===== src/rtl/reaction_round_ctrl.sv =====
// ---------------------------------------------------------------------------
// reaction_round_ctrl
//
// Sequential round controller for the reaction-time game. Owns the game
// state register, the random pre-go delay, the millisecond reaction counter
// and the best-score register. The 3-bit state code feeds the downstream
// state decoder, which generates the LED, load and clear strobes.
//
// Parameters
//   TICK_DIV     : clock cycles per 1 ms tick
//   MIN_DELAY_MS : fixed part of the pre-go delay (ms)
//   DELAY_BITS   : LFSR bits added to the delay (random part 0..2^DELAY_BITS-1)
//
// Ports
//   clk          : system clock, rising edge
//   reset        : synchronous active-high full reset (clears bestTime too)
//   buttonStart  : debounced level, starts a round (rising edge)
//   buttonHit    : debounced level, player response (rising edge)
//   buttonReset  : debounced level, aborts to IDLE, keeps bestTime
//   state        : state code {s2,s1,s0} for the downstream decoder
//   ledRed       : high in WAIT
//   ledGreen     : high in GO
//   reactionTime : ms of the current or last round (saturates at 8191)
//   bestTime     : lowest valid reactionTime since reset
//   newBest      : one-cycle pulse in the cycle bestTime shows a new value
//   timeout      : high in RESULT when the round saturated
//   foul         : high in FOUL
// ---------------------------------------------------------------------------
module reaction_round_ctrl #(
    parameter int unsigned TICK_DIV     = 50000,
    parameter int unsigned MIN_DELAY_MS = 1000,
    parameter int unsigned DELAY_BITS   = 11
) (
    input  logic        clk,
    input  logic        reset,
    input  logic        buttonStart,
    input  logic        buttonHit,
    input  logic        buttonReset,
    output logic [2:0]  state,
    output logic        ledRed,
    output logic        ledGreen,
    output logic [12:0] reactionTime,
    output logic [12:0] bestTime,
    output logic        newBest,
    output logic        timeout,
    output logic        foul
);

    // Widths derived from the parameters.
    localparam int unsigned PRE_W = (TICK_DIV > 1) ? $clog2(TICK_DIV) : 1;
    localparam int unsigned DLY_W = $clog2(MIN_DELAY_MS + (2 ** DELAY_BITS));

    localparam logic [PRE_W-1:0] PRE_LAST = PRE_W'(TICK_DIV - 1);
    localparam logic [DLY_W-1:0] MIN_DLY  = DLY_W'(MIN_DELAY_MS);
    localparam logic [15:0]      LFSR_SEED = 16'hACE1;
    localparam logic [12:0]      TIME_MAX  = '1;

    typedef enum logic [2:0] {
        IDLE   = 3'b000,
        WAIT   = 3'b001,
        GO     = 3'b010,
        RESULT = 3'b011,
        FOUL   = 3'b100,
        RECORD = 3'b101
    } stateT;

    stateT            stateReg;
    logic [PRE_W-1:0] prescaler;
    logic [DLY_W-1:0] delay;
    logic [DLY_W-1:0] delayLoad;
    logic [15:0]      lfsr;
    logic             lfsrFb;
    logic             startQ;
    logic             hitQ;
    logic             startP;
    logic             hitP;
    logic             timedState;
    logic             tick;

    // ------------------------------------------------------------------
    // Combinational decode
    // ------------------------------------------------------------------
    assign state    = stateReg;
    assign ledRed   = (stateReg == WAIT);
    assign ledGreen = (stateReg == GO);

    assign startP = buttonStart & ~startQ;
    assign hitP   = buttonHit & ~hitQ;

    // Fibonacci LFSR, polynomial x^16 + x^14 + x^13 + x^11 + 1 (maximal
    // length), shifting left. A non-zero seed never reaches all-zero.
    assign lfsrFb = lfsr[15] ^ lfsr[13] ^ lfsr[12] ^ lfsr[10];

    assign delayLoad = MIN_DLY + DLY_W'(lfsr[DELAY_BITS-1:0]);

    // The prescaler only runs in WAIT and GO; gating with the state keeps a
    // degenerate TICK_DIV of 1 from ticking in the other states.
    assign timedState = (stateReg == WAIT) || (stateReg == GO);
    assign tick       = timedState && (prescaler == PRE_LAST);

    // ------------------------------------------------------------------
    // State machine and datapath registers
    // ------------------------------------------------------------------
    always_ff @(posedge clk) begin
        if (reset) begin
            stateReg     <= IDLE;
            prescaler    <= '0;
            delay        <= '0;
            lfsr         <= LFSR_SEED;
            startQ       <= 1'b1;
            hitQ         <= 1'b1;
            reactionTime <= '0;
            bestTime     <= '1;
            newBest      <= 1'b0;
            timeout      <= 1'b0;
            foul         <= 1'b0;
        end else begin
            // Free-running parts: edge history and LFSR advance every cycle.
            startQ  <= buttonStart;
            hitQ    <= buttonHit;
            lfsr    <= {lfsr[14:0], lfsrFb};
            newBest <= 1'b0;

            // Prescaler defaults to 0; it only counts while staying in WAIT
            // or GO, so every entry into either state starts from 0.
            prescaler <= '0;

            if (buttonReset) begin
                stateReg     <= IDLE;
                reactionTime <= '0;
                timeout      <= 1'b0;
                foul         <= 1'b0;
            end else begin
                case (stateReg)
                    IDLE, RESULT, FOUL: begin
                        if (startP) begin
                            stateReg     <= WAIT;
                            delay        <= delayLoad;
                            reactionTime <= '0;
                            timeout      <= 1'b0;
                            foul         <= 1'b0;
                        end
                    end

                    WAIT: begin
                        // An early hit wins even over the expiry tick.
                        if (hitP) begin
                            stateReg     <= FOUL;
                            foul         <= 1'b1;
                            reactionTime <= '0;
                        end else begin
                            prescaler <= tick ? '0 : prescaler + PRE_W'(1);
                            if (tick) begin
                                if (delay == '0) begin
                                    stateReg <= GO;
                                end else begin
                                    delay <= delay - DLY_W'(1);
                                end
                            end
                        end
                    end

                    GO: begin
                        // A hit freezes the count; a coincident tick is lost.
                        if (hitP) begin
                            stateReg <= RECORD;
                        end else begin
                            prescaler <= tick ? '0 : prescaler + PRE_W'(1);
                            if (tick) begin
                                if (reactionTime == TIME_MAX) begin
                                    stateReg <= RESULT;
                                    timeout  <= 1'b1;
                                end else begin
                                    reactionTime <= reactionTime + 13'd1;
                                end
                            end
                        end
                    end

                    RECORD: begin
                        // Strictly lower only; ties keep the older record.
                        if (reactionTime < bestTime) begin
                            bestTime <= reactionTime;
                            newBest  <= 1'b1;
                        end
                        stateReg <= RESULT;
                    end

                    default: begin
                        stateReg <= IDLE;
                    end
                endcase
            end
        end
    end

endmodule


===== config.mk =====
export PLATFORM = sky130hd
export DESIGN_NAME = reaction_round_ctrl
export DESIGN_NICKNAME = d
export VERILOG_FILES = /design/src/rtl/reaction_round_ctrl.sv
export SDC_FILE = /design/constraint.sdc
export NUM_CORES = 1
export LEC_CHECK = 0
export BUFFER_PORTS_ARGS = -buffer_cell sky130_fd_sc_hd__buf_2
export CAP_MARGIN = 20
export CORE_MARGIN = 1.5
export CORE_UTILIZATION = 45
export DETAILED_ROUTE_END_ITERATION = 10
export PLACE_DENSITY = 0.7
export SYNTH_ARGS = -nofsm -noshare
export SYNTH_HDL_FRONTEND = slang
export SYNTH_SLANG_ARGS = --single-unit

===== constraint.sdc =====
create_clock -name clk -period 3.75 [get_ports clk]
set_input_delay 0.75 -clock clk [delete_from_list [all_inputs] [get_ports clk]]
set_output_delay 0.75 -clock clk [all_outputs]
set_load 0.01 [all_outputs]

# Yosys cells after proc, flatten, opt, wreduce, memory -nomap -nowiden
# Cells that the tools add are included.
[word_totals] register_bits=78 out_inout_bits=34 elab_cells=91 in_bits=5
[op_classes] n_reduce_logical=18 muxes=27 magnitude_cmp=1 add_sub_neg=4 n_eq_ne=20 n_bitwise=10
[op_table] operator="13-bit 2-to-1 mux" count=5
[op_table] operator="12-bit 2-to-1 mux" count=4
[op_table] operator="13-bit case mux with 3 select lines" count=1
[op_table] operator="12-bit case mux with 2 select lines" count=1
[op_table] operator="3-bit 2-to-1 mux" count=7
[op_table] operator="16-bit by 1-bit adder with 16-bit output, second input constant" count=1
[op_table] operator="16-bit equality test, second input constant" count=1
[op_table] operator="13-bit by 1-bit adder with 13-bit output, second input constant" count=1
[op_table] operator="13-bit equality test, second input constant" count=1
[op_table] operator="13-bit < comparator" count=1
[op_table] operator="10-bit by 11-bit adder with 12-bit output, first input constant" count=1
[op_table] operator="12-bit zero test" count=1
[op_table] operator="3-bit by 1-bit inequality test with 1-bit output, second input constant" count=4
[op_table] operator="3-bit case mux with 4 select lines" count=1
[op_table] operator="6-bit AND reduction" count=2
[op_table] operator="12-bit by 1-bit subtractor with 12-bit output, second input constant" count=1
[op_table] operator="2-bit inequality test, second input constant" count=5
[op_table] operator="5-bit AND reduction" count=2
[op_table] operator="2-bit by 1-bit inequality test with 1-bit output, second input constant" count=4
[op_table] operator="3-bit by 2-bit equality test with 1-bit output, second input constant" count=2
[op_table] operator="3-bit equality test, second input constant" count=2
[op_table] operator="1-bit 2-to-1 mux" count=6
[op_table] operator="3-bit AND reduction" count=2
[op_table] operator="3-bit OR reduction" count=2
[op_table] operator="other kinds (12)" count=22

# Logic depth before layout (Yosys ltp)
[logic_depth] ltp_word=6 mapped_depth=10 depth_no_buf=8

# Least setup slack after synthesis
# No wires, ideal clock.
[synth_path] path_kind="input port to flip-flop" startpoint="input port reset" endpoint="register prescaler[13]" setup_ps=65 path_buffers=3 path_slack_ps=1325 required_time_ps=3685 path_stages=6 arrival_ps=2360 cell_sequence="clkdlybuf4s50_2 nor2_1 clkbuf_1 nand4_1 clkbuf_1 nor2_1"
[synth_via] elab_chain_len=1
[synth_lines] item="start, declared" line="35" rtl="input logic reset,"
[synth_lines] item="5-bit OR reduction (no line)"
[synth_lines] item="end signal, assigned" line="152" rtl="prescaler <= tick ? '0 : prescaler + PRE_W'(1);"
[synth_lines] item="end signal, assigned" line="168" rtl="prescaler <= tick ? '0 : prescaler + PRE_W'(1);"
[synth_lines] item="end, declared" line="68" rtl="logic [PRE_W-1:0] prescaler;"
# No other way between the ends.
# A chain may end at the register's enable or synchronous reset.

# Worst setup path in the final report
[layout_path] startpoint="register stateReg[1], in the netlist state[1]" endpoint="output port ledGreen"
[layout_via] elab_chain_len=1
[layout_lines] item="start, declared" line="67" rtl="stateT stateReg;"
[layout_lines] item="start signal, assigned" line="106" rtl="stateReg <= IDLE;"
[layout_lines] item="start signal, assigned" line="129" rtl="stateReg <= IDLE;"
[layout_lines] item="start signal, assigned" line="137" rtl="stateReg <= WAIT;"
[layout_lines] item="3-bit by 2-bit equality test with 1-bit output" line="85" rtl="assign ledGreen = (stateReg == GO);"
[layout_lines] item="end, declared" line="41" rtl="output logic ledGreen,"
# No other way between the ends.

==> flow_summary_export.csv <==
group,metric,value,unit
status,status,"complete, no violations",
sta,post-route-min-period,2.64,ns
sta,relSlewSlack,49.6,%
clock_network,cts_made_buffers,9,
sta,maxSlewViolCount,0,
global_routing,antenna_found_initial,0,
sta,tightest_slew,0.755,ns
placed_design,numPortBuffers,38,
hold_path,hp-class,"register to register",
setup_path,cpMaxStageDelayCell,"dfxtp_1",
detailed_routing,first_pass_iters,5,
yosys,seq_area_frac_synth,39.7,%
floorplan,die_area,9320,um2
cells_and_area,fillerInstances,784,
floorplan,core,8340,um2
yosys,synth-edff-count,0,
cells_and_area,drive_gt1_share,14.9,%
sta,hold_viol_final,0,
cells_and_area,nets,541,
floorplan,start_util,47.2,%
global_routing,grt_pass1_wl,15200,um
setup_path,worst_setup_path_start_kind,"register",
yosys,synth.distinct_cells,55,
clock_network,clk_path_buf_depth,2,
cells_and_area,diodes,0,
yosys,syn_area,3940,um2
yosys,synthFlopType,"dfxtp_1",
setup_path,crit_fanout,14,
sta,fin_setup_tns,0,ns
pwr,peakVddDrop,219,uV
placed_design,gp_congestion,0.898,
global_routing,grtUsageMet1,29.7,%
clock_network,cts_sinks,78,
yosys,netlist.area_leader.share,39.7,%
global_routing,top_usage_layer,"met2",
clock_network,hold_buffers,0,
global_routing,grt_overflow,0,
floorplan,die_w,96.5,um
setup_path,end_kind,"output pin",
pwr,p_per_area,367,nW/um2
detailed_routing,ant_nets,0,
run,max_cap_violations,0,
floorplan,row_count,33,
yosys,syn-num-nets,507,
clock_network,post-cts-setup-buffers,0,
setup_path,required,3.00,ns
clock_network,clock_latency,0.36,ns
yosys,synth_area_leaders,"dfxtp_1, nor2_1, ha_1",
setup_path,critPathMaxStageDelay,0.59,ns
yosys,synth_cells,485,
floorplan,die_y,96.5,um
yosys,synthArstFlopShare,0,%
setup_path,arrival,1.89,ns
clock_network,ctsHtreeMaxLevel,3,
detailed_routing,wl,9150,um
sta,grt_setup_unrepaired,"no",
clock_network,clkTransAtPathRegs,0.08,ns
sta,max_freq,379,MHz
setup_path,path_class,"register to output pin",
global_routing,grtUsageMet3,3.52,%
sta,finClkSkew,0.0123,ns
clock_network,cts_resized,0,
sta,setup_viol,0,
placed_design,place.detailed.hpwl,6510,um
global_routing,grt_util_met2,31.6,%
global_routing,grt_usage,21.1,%
global_routing,grt_pass1_vias,3288,
detailed_routing,routedWlPerCell,14.6,um
global_routing,grt_max_degree,58,
sta,fin_crit_sh,70.3,%
setup_path,crit_chain,"or3b_2 -> inv_1 -> buf_2",
detailed_routing,avgViaCountPerCell,5.66,
yosys,ys_ff_latch,78,
pwr,leakagePower,1.80,nW
yosys,synth_area_leader_cell,"dfxtp_1",
detailed_routing,drc,0,
floorplan,num_io_pins,39,
clock_network,cts_root_buffer,"clkbuf_8",
detailed_routing,drt_iter0_markers,273,
yosys,synth_warnings,0,
cells_and_area,syn2layout_area_growth,11.9,%
yosys,avgSynthCellArea,8.12,um2
detailed_routing,dr_total_vias,3563,
pwr,p_total,1.62,mW
clock_network,cts_tree,"done",
layout by cell type (no fill, tap or decap), types with 9 or more instances in the layout:
cell type	instances
o21ai_0	32
a21oi_1	37
buf_2	39
ha_1	17
clkbuf_8	9
nand2_1	33
xnor2_1	10
inv_1	19
nand4_1	12
dfxtp_1	78
nor2_1	58
nand3_1	21
nor3_1	19
nor2b_1	17
xor2_1	12
or2_2	11
layer usage:
layer | vias to the layer above | routed length, um
met5 | - | 0
li1 | 1791 | -
met1 | 1658 | 4410
met3 | 16 | 505
met4 | 0 | 189
met2 | 98 | 4050
cells by family after synthesis:
| family | count (synthesis) | synth area share (%) |
|---|---|---|
| simple gates | 217 | 29.1 |
| xor+xnor | 22 | 4.89 |
| buf+inv | 41 | 4.13 |
| mux | 2 | 0.508 |
| fa+ha+maj | 17 | 5.40 |
| compound gates | 108 | 16.3 |
| flops | 78 | 39.7 |
cells in the mapped netlist (10+ instances only):
cell,n
clkbuf_1,18
nor2b_1,17
nand2_1,33
nand3_1,21
nor3_1,19
nand4_1,12
a21oi_1,37
xor2_1,12
dfxtp_1,78
ha_1,17
o21ai_0,32
xnor2_1,10
or2_2,11
nor2_1,58
inv_1,19
per-stage QoR:
step | util [%] | area, um2 | hold slack [ns] | std cells | setup WS, ns
finish | 52.8 | 4400 | 0.416 | 629 | 1.11
global route | 52.8 | 4400 | 0.443 | 629 | 1.04
global placement | 50.5 | 4210 | 0.397 | 612 | 1.22
floorplan | - | 3940 | 0.389 | 485 | 1.32
detailed placement | 50.5 | 4210 | 0.393 | 612 | 1.13
CTS | 52.7 | 4400 | 0.415 | 628 | 1.12
state kept, by name, summed over array words and instances, names as in the netlist:
register,flops
reactionTime,13
delay,12
state,3
timeout,1
newBest,1
startQ,1
prescaler,16
lfsr,16
bestTime,13
hitQ,1
foul,1
layout make-up:
type / instances / area [um2] / area share [%]
Multi-Input combinational cell: 366 / 2210 / 50.3
Sequential cell: 78 / 1560 / 35.5
Timing Repair Buffer: 44 / 233 / 5.28
Clock buffer: 11 / 131 / 2.98
Tap cell: 105 / 131 / 2.98
Inverter: 20 / 75.1 / 1.70
Clock inverter: 5 / 58.8 / 1.34
path summary, 6_finish.rpt:
check	startpoint	endpoint	slack, ns	cells after the start
max	state[1]	ledGreen	1.11	3
min	lfsr[14]	lfsr[15]	0.42	1
max reg2reg	reactionTime[9]	bestTime[10]	1.27	6
min reg2reg	lfsr[14]	lfsr[15]	0.42	1
critical path: cells and delay by family, from the launching register on:
| kind | cells | cell delay, ns |
|---|---|---|
| buffers and inverters | 2 | 0.38 |
| and+or+nand+nor | 1 | 0.56 |
| DFF | 1 | 0.59 |
power by group:
group	internal, mW	leakage, nW	total (mW)	switching [mW]
Combinational	0.0490	1.08	0.129	0.0799
Sequential	0.847	0.635	0.864	0.0167
Clock	0.309	0.0899	0.623	0.314
No activity file was read; power rests on OpenSTA's default activity.
